==> src/rtl/mem_port_arbiter.sv <==
// ---------------------------------------------------------------------------
// mem_port_arbiter
//   Shares one single-ported unified memory between the instruction-fetch
//   requester (IF) and the load/store requester (DM). A winning request is
//   latched, issued for one cycle, held while the memory latency elapses,
//   and the read word is returned in a registered rdata with a 1-cycle
//   rvalid pulse. Back-to-back accesses chain RESP -> ISSUE directly.
//
//   Optional build macro: ARB_RR_EN
//     defined   : contended arbitration alternates (DM first after reset)
//     undefined : fixed DM priority, no history register
//
// Ports
//   clock, reset             rising-edge clock, async active-high reset
//   if_req/if_addr           fetch request (level) and address
//   if_gnt/if_rvalid/if_rdata  fetch issued pulse, data valid pulse, data
//   dm_req/dm_we/dm_addr/dm_wdata  load/store request, direction, addr, data
//   dm_gnt/dm_rvalid/dm_rdata  data issued pulse, done pulse, load data
//   mem_addr/mem_we/mem_wdata  memory address, write strobe, write data
//   mem_rdata                memory read data, valid MEM_LAT cycles after issue
// ---------------------------------------------------------------------------
module mem_port_arbiter #(
    parameter int ADDR_W  = 64,
    parameter int DATA_W  = 64,
    parameter int MEM_LAT = 1
) (
    input  logic              clock,
    input  logic              reset,
    input  logic              if_req,
    input  logic [ADDR_W-1:0] if_addr,
    output logic              if_gnt,
    output logic              if_rvalid,
    output logic [DATA_W-1:0] if_rdata,
    input  logic              dm_req,
    input  logic              dm_we,
    input  logic [ADDR_W-1:0] dm_addr,
    input  logic [DATA_W-1:0] dm_wdata,
    output logic              dm_gnt,
    output logic              dm_rvalid,
    output logic [DATA_W-1:0] dm_rdata,
    output logic [ADDR_W-1:0] mem_addr,
    output logic              mem_we,
    output logic [DATA_W-1:0] mem_wdata,
    input  logic [DATA_W-1:0] mem_rdata
);

    localparam int              CNT_W    = (MEM_LAT > 1) ? $clog2(MEM_LAT) : 1;
    localparam logic [CNT_W-1:0] CNT_LOAD = CNT_W'(MEM_LAT - 1);

    typedef enum logic [1:0] {
        S_IDLE  = 2'd0,
        S_ISSUE = 2'd1,
        S_WAIT  = 2'd2,
        S_RESP  = 2'd3
    } state_t;

    state_t              state_q, state_d;
    logic [CNT_W-1:0]    cnt_q, cnt_d;
    logic                owner_dm_q, owner_dm_d;
    logic                we_q, we_d;
    // mem_addr/mem_wdata registers double as the request latch: they are
    // loaded at sampling and held until the next sampling.
    logic [ADDR_W-1:0]   mem_addr_q, mem_addr_d;
    logic [DATA_W-1:0]   mem_wdata_q, mem_wdata_d;
    logic                mem_we_q, mem_we_d;
    logic                if_gnt_q, if_gnt_d;
    logic                dm_gnt_q, dm_gnt_d;
    logic                if_rvalid_q, if_rvalid_d;
    logic                dm_rvalid_q, dm_rvalid_d;
    logic [DATA_W-1:0]   if_rdata_q, if_rdata_d;
    logic [DATA_W-1:0]   dm_rdata_q, dm_rdata_d;
    logic                pick_dm_s;
    logic                any_req_s;

    assign any_req_s = if_req | dm_req;

`ifdef ARB_RR_EN
    logic rr_last_dm_q, rr_last_dm_d;
    logic contend_s;

    assign contend_s = if_req & dm_req;
    // On contention DM wins unless it won the previous contended round.
    assign pick_dm_s = dm_req & (~if_req | ~rr_last_dm_q);

    // Contended-arbitration history; reset value lets DM win first.
    always_ff @(posedge clock or posedge reset) begin
        if (reset) begin
            rr_last_dm_q <= 1'b0;
        end else begin
            rr_last_dm_q <= rr_last_dm_d;
        end
    end
`else
    assign pick_dm_s = dm_req;
`endif

    // Next-state and registered-output computation for the access sequencer.
    always_comb begin
        state_d     = state_q;
        cnt_d       = cnt_q;
        owner_dm_d  = owner_dm_q;
        we_d        = we_q;
        mem_addr_d  = mem_addr_q;
        mem_wdata_d = mem_wdata_q;
        mem_we_d    = 1'b0;
        if_gnt_d    = 1'b0;
        dm_gnt_d    = 1'b0;
        if_rvalid_d = 1'b0;
        dm_rvalid_d = 1'b0;
        if_rdata_d  = if_rdata_q;
        dm_rdata_d  = dm_rdata_q;
`ifdef ARB_RR_EN
        rr_last_dm_d = rr_last_dm_q;
`endif
        case (state_q)
            S_IDLE, S_RESP: begin
                if (any_req_s) begin
                    // Latch the winner; gnt and mem_we are registered so they
                    // appear exactly during the ISSUE cycle.
                    state_d    = S_ISSUE;
                    owner_dm_d = pick_dm_s;
                    if (pick_dm_s) begin
                        we_d        = dm_we;
                        mem_addr_d  = dm_addr;
                        mem_wdata_d = dm_wdata;
                        mem_we_d    = dm_we;
                        dm_gnt_d    = 1'b1;
                    end else begin
                        we_d        = 1'b0;
                        mem_addr_d  = if_addr;
                        if_gnt_d    = 1'b1;
                    end
`ifdef ARB_RR_EN
                    if (contend_s) begin
                        rr_last_dm_d = pick_dm_s;
                    end else begin
                        rr_last_dm_d = rr_last_dm_q;
                    end
`endif
                end else begin
                    state_d = S_IDLE;
                end
            end
            S_ISSUE: begin
                state_d = S_WAIT;
                cnt_d   = CNT_LOAD;
            end
            S_WAIT: begin
                if (cnt_q == {CNT_W{1'b0}}) begin
                    state_d = S_RESP;
                    if (owner_dm_q) begin
                        dm_rvalid_d = 1'b1;
                        if (!we_q) begin
                            dm_rdata_d = mem_rdata;
                        end else begin
                            dm_rdata_d = dm_rdata_q;
                        end
                    end else begin
                        if_rvalid_d = 1'b1;
                        if_rdata_d  = mem_rdata;
                    end
                end else begin
                    cnt_d = cnt_q - {{(CNT_W-1){1'b0}}, 1'b1};
                end
            end
            default: begin
                state_d = S_IDLE;
            end
        endcase
    end

    // State and output registers; reset abandons any in-flight access.
    always_ff @(posedge clock or posedge reset) begin
        if (reset) begin
            state_q     <= S_IDLE;
            cnt_q       <= {CNT_W{1'b0}};
            owner_dm_q  <= 1'b0;
            we_q        <= 1'b0;
            mem_addr_q  <= {ADDR_W{1'b0}};
            mem_wdata_q <= {DATA_W{1'b0}};
            mem_we_q    <= 1'b0;
            if_gnt_q    <= 1'b0;
            dm_gnt_q    <= 1'b0;
            if_rvalid_q <= 1'b0;
            dm_rvalid_q <= 1'b0;
            if_rdata_q  <= {DATA_W{1'b0}};
            dm_rdata_q  <= {DATA_W{1'b0}};
        end else begin
            state_q     <= state_d;
            cnt_q       <= cnt_d;
            owner_dm_q  <= owner_dm_d;
            we_q        <= we_d;
            mem_addr_q  <= mem_addr_d;
            mem_wdata_q <= mem_wdata_d;
            mem_we_q    <= mem_we_d;
            if_gnt_q    <= if_gnt_d;
            dm_gnt_q    <= dm_gnt_d;
            if_rvalid_q <= if_rvalid_d;
            dm_rvalid_q <= dm_rvalid_d;
            if_rdata_q  <= if_rdata_d;
            dm_rdata_q  <= dm_rdata_d;
        end
    end

    assign if_gnt    = if_gnt_q;
    assign if_rvalid = if_rvalid_q;
    assign if_rdata  = if_rdata_q;
    assign dm_gnt    = dm_gnt_q;
    assign dm_rvalid = dm_rvalid_q;
    assign dm_rdata  = dm_rdata_q;
    assign mem_addr  = mem_addr_q;
    assign mem_we    = mem_we_q;
    assign mem_wdata = mem_wdata_q;

endmodule

==> config.mk <==
export PLATFORM = sky130hd
export DESIGN_NAME = mem_port_arbiter
export DESIGN_NICKNAME = d
export VERILOG_FILES = /design/src/rtl/mem_port_arbiter.sv
export SDC_FILE = /design/constraint.sdc
export NUM_CORES = 1
export LEC_CHECK = 0
export ABC_AREA = 1
export CORE_AREA = 2 2 202 204
export CTS_BUF_LIST = sky130_fd_sc_hd__clkbuf_4 sky130_fd_sc_hd__clkbuf_8 sky130_fd_sc_hd__clkbuf_16
export CTS_CLUSTER_SIZE = 10
export DETAILED_ROUTE_END_ITERATION = 7
export DIE_AREA = 0 0 204 206
export SLEW_MARGIN = 10
export SYNTH_ARGS = -nofsm -noshare
export SYNTH_HDL_FRONTEND = slang
export SYNTH_SLANG_ARGS = --single-unit
==> constraint.sdc <==
create_clock -name clock -period 7.6 [get_ports clock]
set_clock_uncertainty 0.1 [all_clocks]
set_input_delay 0.76 -clock clock [delete_from_list [all_inputs] [get_ports clock]]
set_output_delay 0.76 -clock clock [all_outputs]
set_load 0.05 [all_outputs]
## Word level (Yosys, flattened, before mapping)

Index checks and enable logic that the tools add are counted.

| word-level totals | value |
|---|---|
| register bits after elaboration | 266 |
| logic and storage cells | 50 |
| output and inout bits | 261 |
| input bits | 261 |

| cells by class | value |
|---|---|
| equality and inequality tests | 4 |
| bitwise logic cells | 4 |
| reductions and logical operators | 7 |
| add/subtract/negate cells | 1 |
| multiplexer cells | 21 |

Operators by type and width:

| kind | count |
|---|---|
| 64-bit two-way mux | 1 |
| 1-bit two-way mux | 17 |
| 2-bit case mux with 3 select lines | 1 |
| 3-bit AND reduction | 2 |
| 2-bit equality test, second input constant | 2 |
| 4-bit AND reduction | 1 |
| 1-bit NOT | 3 |
| 2-bit by 1-bit equality test with 1-bit output, second input constant | 1 |
| 2-bit logical NOT | 1 |
| 2-bit two-way mux | 1 |
| 2-bit != test, second input constant | 1 |
| 1-bit case mux with 2 select lines | 1 |
| 2-bit AND reduction | 1 |
| 2-bit nonzero test | 1 |
| 2-bit OR reduction | 1 |
| 1-bit bitwise OR | 1 |
| 1-bit subtractor, second input constant | 1 |

## Logic depth before layout (Yosys ltp)

Gate-level depths: netlist of the first run.

| logic depth | value |
|---|---|
| depth after elaboration | 3 |
| mapped depth | 8 |
| depth with buffers taken out | 6 |

## Worst setup path after synthesis of the first run

Ideal clock, no wire load.

| timing path | value |
|---|---|
| kind | in2reg |
| start | input if_req |
| end | register mem_addr_q[10], in the netlist mem_addr[10] |
| buffers on the path | 2 |
| library setup time | 0.066 ns |
| stages on the path | 5 |
| arrival | 1.388 ns |
| slack | 6.046 ns |
| data required time | 7.434 ns |
| cell sequence | nand2_1 buf_4 buf_2 nand3_1 nand2_1 |

| on the way | value |
|---|---|
| cells in the longest elaborated chain, start to end | 2 |

Ends and longest elaborated chain:

| what | line | RTL |
|---|---|---|
| start: declaration | 29 | `input logic if_req,` |
| 1-bit bitwise OR | 75 | `assign any_req_s = if_req \| dm_req;` |
| 2-bit AND reduction (no source line) | - |  |
| end signal: assignment | 179 | `mem_addr_q <= {ADDR_W{1'b0}};` |
| end signal: assignment | 193 | `mem_addr_q <= mem_addr_d;` |
| end: declaration | 63 | `logic [ADDR_W-1:0] mem_addr_q, mem_addr_d;` |

No other way between the ends.
A chain may end at the register's enable or synchronous reset.

## Worst setup path after layout of the first run

| timing path | value |
|---|---|
| start | register state_q[1] |
| end | register if_rdata_q[42], in the netlist if_rdata[42] |

| on the way | value |
|---|---|
| cells in the longest elaborated chain, start to end | 2 |

Ends and longest elaborated chain:

| what | line | RTL |
|---|---|---|
| start: declaration | 57 | `state_t state_q, state_d;` |
| start signal: assignment | 189 | `state_q <= state_d;` |
| 2-bit equality test | 115 | `case (state_q)` |
| 3-bit AND reduction (no source line) | - |  |
| end signal: assignment | 186 | `if_rdata_q <= {DATA_W{1'b0}};` |
| end signal: assignment | 200 | `if_rdata_q <= if_rdata_d;` |
| end: declaration | 70 | `logic [DATA_W-1:0] if_rdata_q, if_rdata_d;` |

No other way between the ends.

==> out/results.ini, run 1 <==
[logic_synthesis]
yosysMostFrequentCell = nand2_1
syn-num-nets = 1595
ys_types = 12
seq_area_frac_synth_pct = 60.9
async_flop_share_pct = 100
netlist_area_um2 = 10900
syn_inst = 1332
synth_common_cells = nand2_1, dfrtp_1, nand3_1
syn_avg_cell_area_um2 = 8.18
yosys.area.top_type = dfrtp_1
synth-main-ff-cell = dfrtp_1
ys_seq_elements = 265
yosysTopAreaCellShare_pct = 60.9
synth-edff-count = 0
synth_area_leaders = dfrtp_1, nand2_1, nand3_1
synth_warnings = 0

[global_route]
antenna_found_initial = 1
globalRouteTotalUtil_pct = 18.4
grt_pass1_wl_um = 60400
gr-total-overflow = 0
grt_start_max_net_pins = 158
grt_pass1_vias = 10400

[layout]
drive_gt1_share_pct = 3.61
area_delta_synth_final_pct = 59.6
n_antenna_cell = 0
fin_cells = 2358
nets = 2079

[detailed_routing]
wire_per_inst_um = 17.0
dr.first_iter.drc_count = 629
ant_nets = 0
dr.pass1.iters = 5
wirelength_um = 40200
drc = 0
viasPerCell = 4.40
vias = 10400

[min_path]
worstHoldStart = if_rdata[44]
hp-class = flip-flop to flip-flop
min_path_cells = 2
hold_end = if_rdata[44]

[timing]
holdWs_ps = 374
period_share_pct = 36.5
finalHoldViolCount = 0
tightest_slew_ps = 1150
rsz0062_at_grt = no
slew_headroom_pct = 23.2
min_period_ps = 2770
finalMaxSlewViolations = 0
max_freq_ghz = 0.361
tns_ps = 0
finalSetupViolCount = 0

[worst_setup_path]
critical_path_required_ps = 7940
arrival_ps = 3110
worstRegToRegCells = 7
worstSetupEndpointType = flip-flop
cp_max_fo = 65
critPathLaunchType = flip-flop
r2r_start = state_q[1]
reg2reg_to = if_rdata[42]
rrSetupSlack_ps = 4830
crit_type = flip-flop to flip-flop

[clock_tree]
clock-sinks = 265
cts_buffer_depth = 3
clock_latency_ps = 560
cts_setup_buffers = 0
cts.clk_slew.worst_paths_ps = 60
hold_buffers = 0
cts_made_buffers = 31
cts_tree = yes
cts_root_buffer = clkbuf_16
htreeDepth = 1
cts_resized = 0

[floorplan]
dieArea_um2 = 42000
io_pins = 522
core.rowCount = 74
die_w_um = 204
dieHeight_um = 206
start_util_pct = 27.1
coreArea_um2 = 40200

[place]
dp_hpwl_um = 27800
gp_congestion = 0.855
dp_cells = 2315
io_buffers = 521

[pwr]
p_total_mw = 9.47
p_leak_nw = 8.60
p_per_area_nw_per_um2 = 545
ir_drop_v = 0.000241

[run]
max-cap-violations = 0

[status]
status = finished clean

## area by class of cell
cell class,instances,area (um^2)
sequential,265,6630
tap,532,666
clock inverter,2,13.8
fill,3999,22800
clock buffer,41,863
timing repair buffer,532,5310
multi-input combinational,976,3860
inverter,10,41.3
## cell usage in the layout, fill, tap and decap left out
master	n
nor2_1	1
clkbuf_8	2
clkbuf_16	31
clkdlybuf4s50_1	520
clkbuf_4	8
inv_1	4
dfrtp_1	265
buf_12	1
nand3_1	130
inv_2	5
inv_6	1
buf_4	10
clkinvlp_4	1
nand2_1	838
nand2_2	3
buf_2	1
ha_1	2
nand2_4	1
clkinv_2	1
nand3_2	1
## layer usage
| layer | share of wire, % | vias to the layer above | wire [um] | track usage (%) |
|---|---|---|---|---|
| met1 | 40 | 4837 | 15900 | 22.2 |
| li1 | - | 5048 | - | - |
| met3 | 9.8 | 56 | 3920 | 5.60 |
| met2 | 48 | 428 | 19200 | 31.3 |
| met4 | 2.9 | 2 | 1190 | 6.11 |
| met5 | 0.032 | - | 13 | 0 |
## sequential cells by signal, summed over array words and instances (netlist names)
signal,flops
mem_wdata,64
owner_dm_q,1
dm_gnt,1
mem_addr,64
dm_rvalid,1
if_gnt,1
if_rdata,64
we_q,1
if_rvalid,1
state_q,2
dm_rdata,64
mem_we,1
## worst max-delay path: stages, from the launching register on
cell	delay [ps]
dfrtp_1	380
ha_1	210
nand2_2	70
buf_4	580
inv_2	490
buf_4	430
nand2_1	200
nand2_1	70
## cells by family after synthesis
| kind of cell | synth area share, % |
|---|---|
| buf+inv | 3.79 |
| fa+ha+maj | 0.230 |
| flops | 60.9 |
| simple gates | 35.1 |
## per-stage QoR
stage	area (um^2)	util [%]	setup WS, ps
6_report	17400	43.3	4830
5_1_grt	17400	43.3	4700
4_1_cts	17400	43.3	4790
3_5_place_dp	16500	41.1	4370
3_3_place_gp	16500	41.1	4400
2_1_floorplan	10900	-	3240
## power by group
part	internal, mW	switching (mW)	leakage (nW)
Clock	0.778	0.560	0.442
Combinational	1.69	3.94	4.89
Sequential	2.12	0.387	3.27
Total	4.59	4.89	8.60
## how the worst max path moves through the flow
stage,start,end,slack [ps],cells after the start
after floorplan,reset,dm_gnt,3240,1
after global placement,dm_req,we_q,4400,6
after detailed placement,dm_req,we_q,4370,6
after CTS,mem_addr[2],mem_addr[2],4790,1
after global routing,state_q[1],if_rdata[45],4700,7
final,state_q[1],if_rdata[42],4830,7
Note: power is estimated with default switching activity, not from simulation.
==> run 2, diff against run 1 <==
- CORE_AREA: 2 2 202 204 -> 2 2 201 203
- DIE_AREA: 0 0 204 206 -> 0 0 203 205
- clock period: 7.6 -> 2.8 ns (I/O delays scaled with it)
==> run 2 against run 1 <==
  * Combinational power increased to 2.7 times the previous value
  * Die area is 0.97% lower
  * Critical path type is now flip-flop to primary output
  * Non-clock buffer count rose by 10
  * Utilization increased by 1.3 points
==> out/results.ini, run 2 (synthesized netlist as in run 1, its figures left out) <==
[layout]
seq_area_um2 = 6630
area_delta_synth_final_pct = 61.1
mostFrequentLayoutCell = nand2_1
fillCellCount = 3909
fin_cells = 2358
fin_util_pct = 44.6
n_antenna_cell = 0
final_cell_mix = nand2_1, clkdlybuf4s50_1, dfrtp_1, nand3_1, clkbuf_16
drive_gt1_share_pct = 3.98
multiInputGateArea_um2 = 3860
nets = 2089

[worst_setup_path]
r2r_start = state_q[0]
crit_buf_inv = 1
cp_top_family = buffers and inverters
crit_type = flip-flop to primary output
arrival_ps = 1890
worstRegToRegCells = 6
crit_path_max_incr_delay_ps = 950
critPathSlowestCell = clkdlybuf4s50_1
critPathLaunchType = flip-flop
cp_cell_sequence = clkdlybuf4s50_1
rrSetupSlack_ps = 1040
critical_path_required_ps = 2420
reg2reg_to = if_rdata[38]
cp-startpoint = mem_addr[1]
cp_max_fo = 2
worstSetupEndpointType = primary output

[timing]
setup_slack_ps = 534
holdWs_ps = 84.1
min_period_ps = 2270
tightest_slew_ps = 994
rsz0062_at_grt = no
finalHoldViolCount = 0
slew_headroom_pct = 33.7
finalMaxSlewViolations = 0
finalSetupViolCount = 0
period_share_pct = 80.9
tns_ps = 0
max_freq_ghz = 0.441

[detailed_routing]
viasPerCell = 4.43
wirelength_um = 39800
ant_nets = 0
wire_per_inst_um = 16.9
wl_met1_um = 15800
drc = 0
top_layer = met5
met3_wirelength_um = 3750
dr.pass1.iters = 5
vias = 10400
dr.first_iter.drc_count = 377
wl_met2_um = 18900

[global_route]
grt_pass1_wl_um = 60900
grt_start_max_net_pins = 91
grt_pass1_vias = 10600
globalRouteTotalUtil_pct = 18.7
antenna_found_initial = 1
gr-total-overflow = 0

[floorplan]
core.rowCount = 73
die_w_um = 203
start_util_pct = 27.7
coreArea_um2 = 39400
dieHeight_um = 205
io_pins = 522
dieArea_um2 = 41600

[min_path]
hp-class = input port to flip-flop
min_path_cells = 2
hold_end = if_gnt
worstHoldStart = dm_req

[clock_tree]
clock_latency_ps = 560
clock-sinks = 265
cts_made_buffers = 31
cts.clk_slew.worst_paths_ps = 60
cts_root_buffer = clkbuf_16
cts_tree = yes
cts_resized = 0
htreeDepth = 1
cts_buffer_depth = 3

[place]
dp_hpwl_um = 28400
dp_cells = 2317
io_buffers = 521
gp_congestion = 0.869
dpl_worst_slack_ps = 886

[pwr]
p_per_area_nw_per_um2 = 1470
ir_drop_v = 0.000654
p_leak_nw = 8.68

[run]
max-cap-violations = 0

[status]
status = finished clean

[run 2: cell count changes in the layout (fill, tap and decap cells not counted)]
cell             before  now
clkinv_2              1    2
buf_4                10   11
clkbuf_4              8    3
clkbuf_8              2    3
clkdlybuf4s50_1     520  519
buf_12                1   10
dlygate4sd3_1         0    1
[run 2: worst max path at each step]
stage	to	slack (ps)	cells past startpoint
after floorplan	dm_gnt	-1080	1
after global placement	mem_addr[0]	920	6
after detailed placement	mem_addr[23]	890	6
after CTS	mem_addr[1]	430	1
after global routing	mem_addr[1]	430	1
final	mem_addr[1]	530	1
[run 2: per-stage QoR]
stage	cell area, um^2	total power, mW
finish	17500	25.8
global route	17500	27.3
CTS	17500	26.1
detailed placement	16700	22.4
global placement	16700	22.3
floorplan	10900	16.6
[run 2: routing by layer]
metal	GRT usage, %	vias to the layer above
met5	0	-
met4	7.27	2
met3	5.54	70
met2	31.5	463
met1	22.7	4832
li1	-	5075
[run 2: final cells by class]
type | instances | share of cell area [%]
Clock buffer | 37 | 4.78
Clock inverter | 3 | 0.107
Inverter | 10 | 0.235
Multi-Input combinational cell | 976 | 22.0
Sequential cell | 265 | 37.8
Tap cell | 525 | 3.74
Timing Repair Buffer | 542 | 31.3
[run 2: report_power, final]
group	internal, mW	total [mW]	switching, mW
logic	4.75	15.4	10.7
registers	5.74	6.77	1.02
clock network	2.07	3.59	1.52
total	12.6	25.8	13.2
[run 2: what timing repair did]
| item | 4_1_cts | 5_1_grt |
|---|---|---|
| setup buffers | 0 | 0 |
| endpoints found under the hold margin | 5 | 0 |
| hold buffers | 1 | 0 |
==> run 3, diff against run 2 <==
- clock period: 2.8 -> 2.38 ns (I/O delays scaled with it)
==> run 3 against run 2 <==
  * Flip-flop and latch count stayed put
  * Worst hold slack worse by 51 ps
  * Utilization is 0.58 points higher
  * Total power is 20% higher
  * Combinational power is 19% higher
  * Global-route usage is 0.12 points higher
  * Final cell count is 0.55% higher
  * Largest cell class unchanged
==> out/results.ini, run 3 (synthesized netlist as in run 1, its figures left out) <==
[worst_setup_path]
worstRegToRegCells = 6
crit_type = flip-flop to primary output
critPathSlowestCell = clkdlybuf4s50_1
path_depth = 1
critical_path_required_ps = 2040
cp_top_family = buffers and inverters
crit_path_max_incr_delay_ps = 920
cp_max_fo = 2
arrival_ps = 1770
cp_cell_sequence = clkdlybuf4s50_1
crit_buf_inv = 1
worstSetupEndpointType = primary output
critPathLaunchType = flip-flop

[pwr]
swShare_pct = 50.6
p_leak_nw = 8.79
p_int_mw = 15.3
p_seq_share_pct = 25.8
p_switching_mw = 15.7
ir_drop_v = 0.000827
power_frac_comb_pct = 59.0
power_frac_clock_pct = 15.1
p_total_mw = 30.9
p_per_area_nw_per_um2 = 1740

[floorplan]
die_w_um = 203
core.rowCount = 73
dieArea_um2 = 41600
start_util_pct = 27.7
dieHeight_um = 205
coreArea_um2 = 39400
io_pins = 522

[timing]
slew_headroom_pct = 48.2
min_period_ps = 2110
finalSetupViolCount = 0
finalMaxSlewViolations = 0
rsz0062_at_grt = no
tightest_slew_ps = 778
max_freq_ghz = 0.474
finalHoldViolCount = 0
period_share_pct = 88.7

[min_path]
hp-class = input port to asynchronous set/reset pin

[detailed_routing]
wirelength_um = 39900
dr.first_iter.drc_count = 494
wire_per_inst_um = 16.8
viasPerCell = 4.42
ant_nets = 0
drc = 0
vias = 10500
dr.pass1.iters = 5

[global_route]
grt_start_max_net_pins = 94
grt_pass1_wl_um = 61200
grt_pass1_vias = 10700
gr-total-overflow = 0
globalRouteTotalUtil_pct = 18.9
antenna_found_initial = 2

[layout]
nets = 2100
area_delta_synth_final_pct = 63.1
fillCellCount = 3893
multiInputGateArea_um2 = 3860
mostFrequentLayoutCell = nand2_1
final_area_um2 = 17800
seq_area_um2 = 6630
fin_cells = 2371
final_cell_mix = nand2_1, clkdlybuf4s50_1, dfrtp_1, nand3_1, clkbuf_16
n_antenna_cell = 0
drive_gt1_share_pct = 4.77

[place]
dp_cells = 2326
io_buffers = 521
gp_congestion = 0.853
dp_hpwl_um = 29000
dpl_cell_area_um2 = 16800

[clock_tree]
cts_resized = 0
clock-sinks = 265
htreeDepth = 2
cts.clk_slew.worst_paths_ps = 60
cts_buffer_depth = 3
cts_made_buffers = 34
cts_root_buffer = clkbuf_16
clock_latency_ps = 500
hold_buffers = 0
cts_setup_buffers = 0
cts_tree = yes

[status]
status = finished clean

[run]
max-cap-violations = 0

-- run 3: stage by stage --
step           setup slack, ps  hold WS, ps  setup TNS [ps]  util [%]
2_1_floorplan            -1460          248         -385710         -
3_3_place_gp               585          361               0      42.7
3_5_place_dp               547          364               0      42.7
4_1_cts                    212         11.0               0      45.1
5_1_grt                    207         29.5               0      45.1
6_report                   270         33.4               0      45.1
-- run 3: power groups by stage --
stage          logic (mW)  clock network (mW)  registers [mW]
2_1_floorplan        4.21                   0            15.4
3_3_place_gp         18.3                   0            7.98
3_5_place_dp         18.5                   0            8.02
4_1_cts              18.5                4.84            8.01
5_1_grt              19.5                5.02            8.27
6_report             18.3                4.68            7.99
-- run 3: path summary, 6_finish.rpt --
check | start | endpoint | slack (ps)
max | mem_addr[0] | mem_addr[0] | 270
min | reset | we_q | 30
max reg2reg | state_q[0] | mem_addr[41] | 580
min reg2reg | if_rdata[1] | if_rdata[1] | 380
max in group asynchronous | reset | mem_wdata[24] | 1600
min in group clock | dm_req | if_gnt | 100
-- run 3: worst register-to-register path: stages (launching register included) --
cell and delay (ps):
dfrtp_1 330, inv_1 50, ha_1 400, nand2_4 150, buf_4 440, nand3_1 160
nand2_1 110
-- run 3: cell type report --
cell class	count	area share, %
timing repair buffer	550	31.5
inverter	10	0.232
sequential	265	37.3
clock buffer	40	5.17
tap	525	3.70
multi-input combinational	976	21.7
clock inverter	5	0.338
-- run 3: metal layers --
| metal | up-vias | GRT usage [%] | wire (um) |
|---|---|---|---|
| li1 | 5100 | - | - |
| met5 | - | 0 | 16 |
| met2 | 441 | 31.8 | 18900 |
| met3 | 83 | 6.65 | 3780 |
| met4 | 2 | 7.12 | 1430 |
| met1 | 4863 | 22.1 | 15700 |
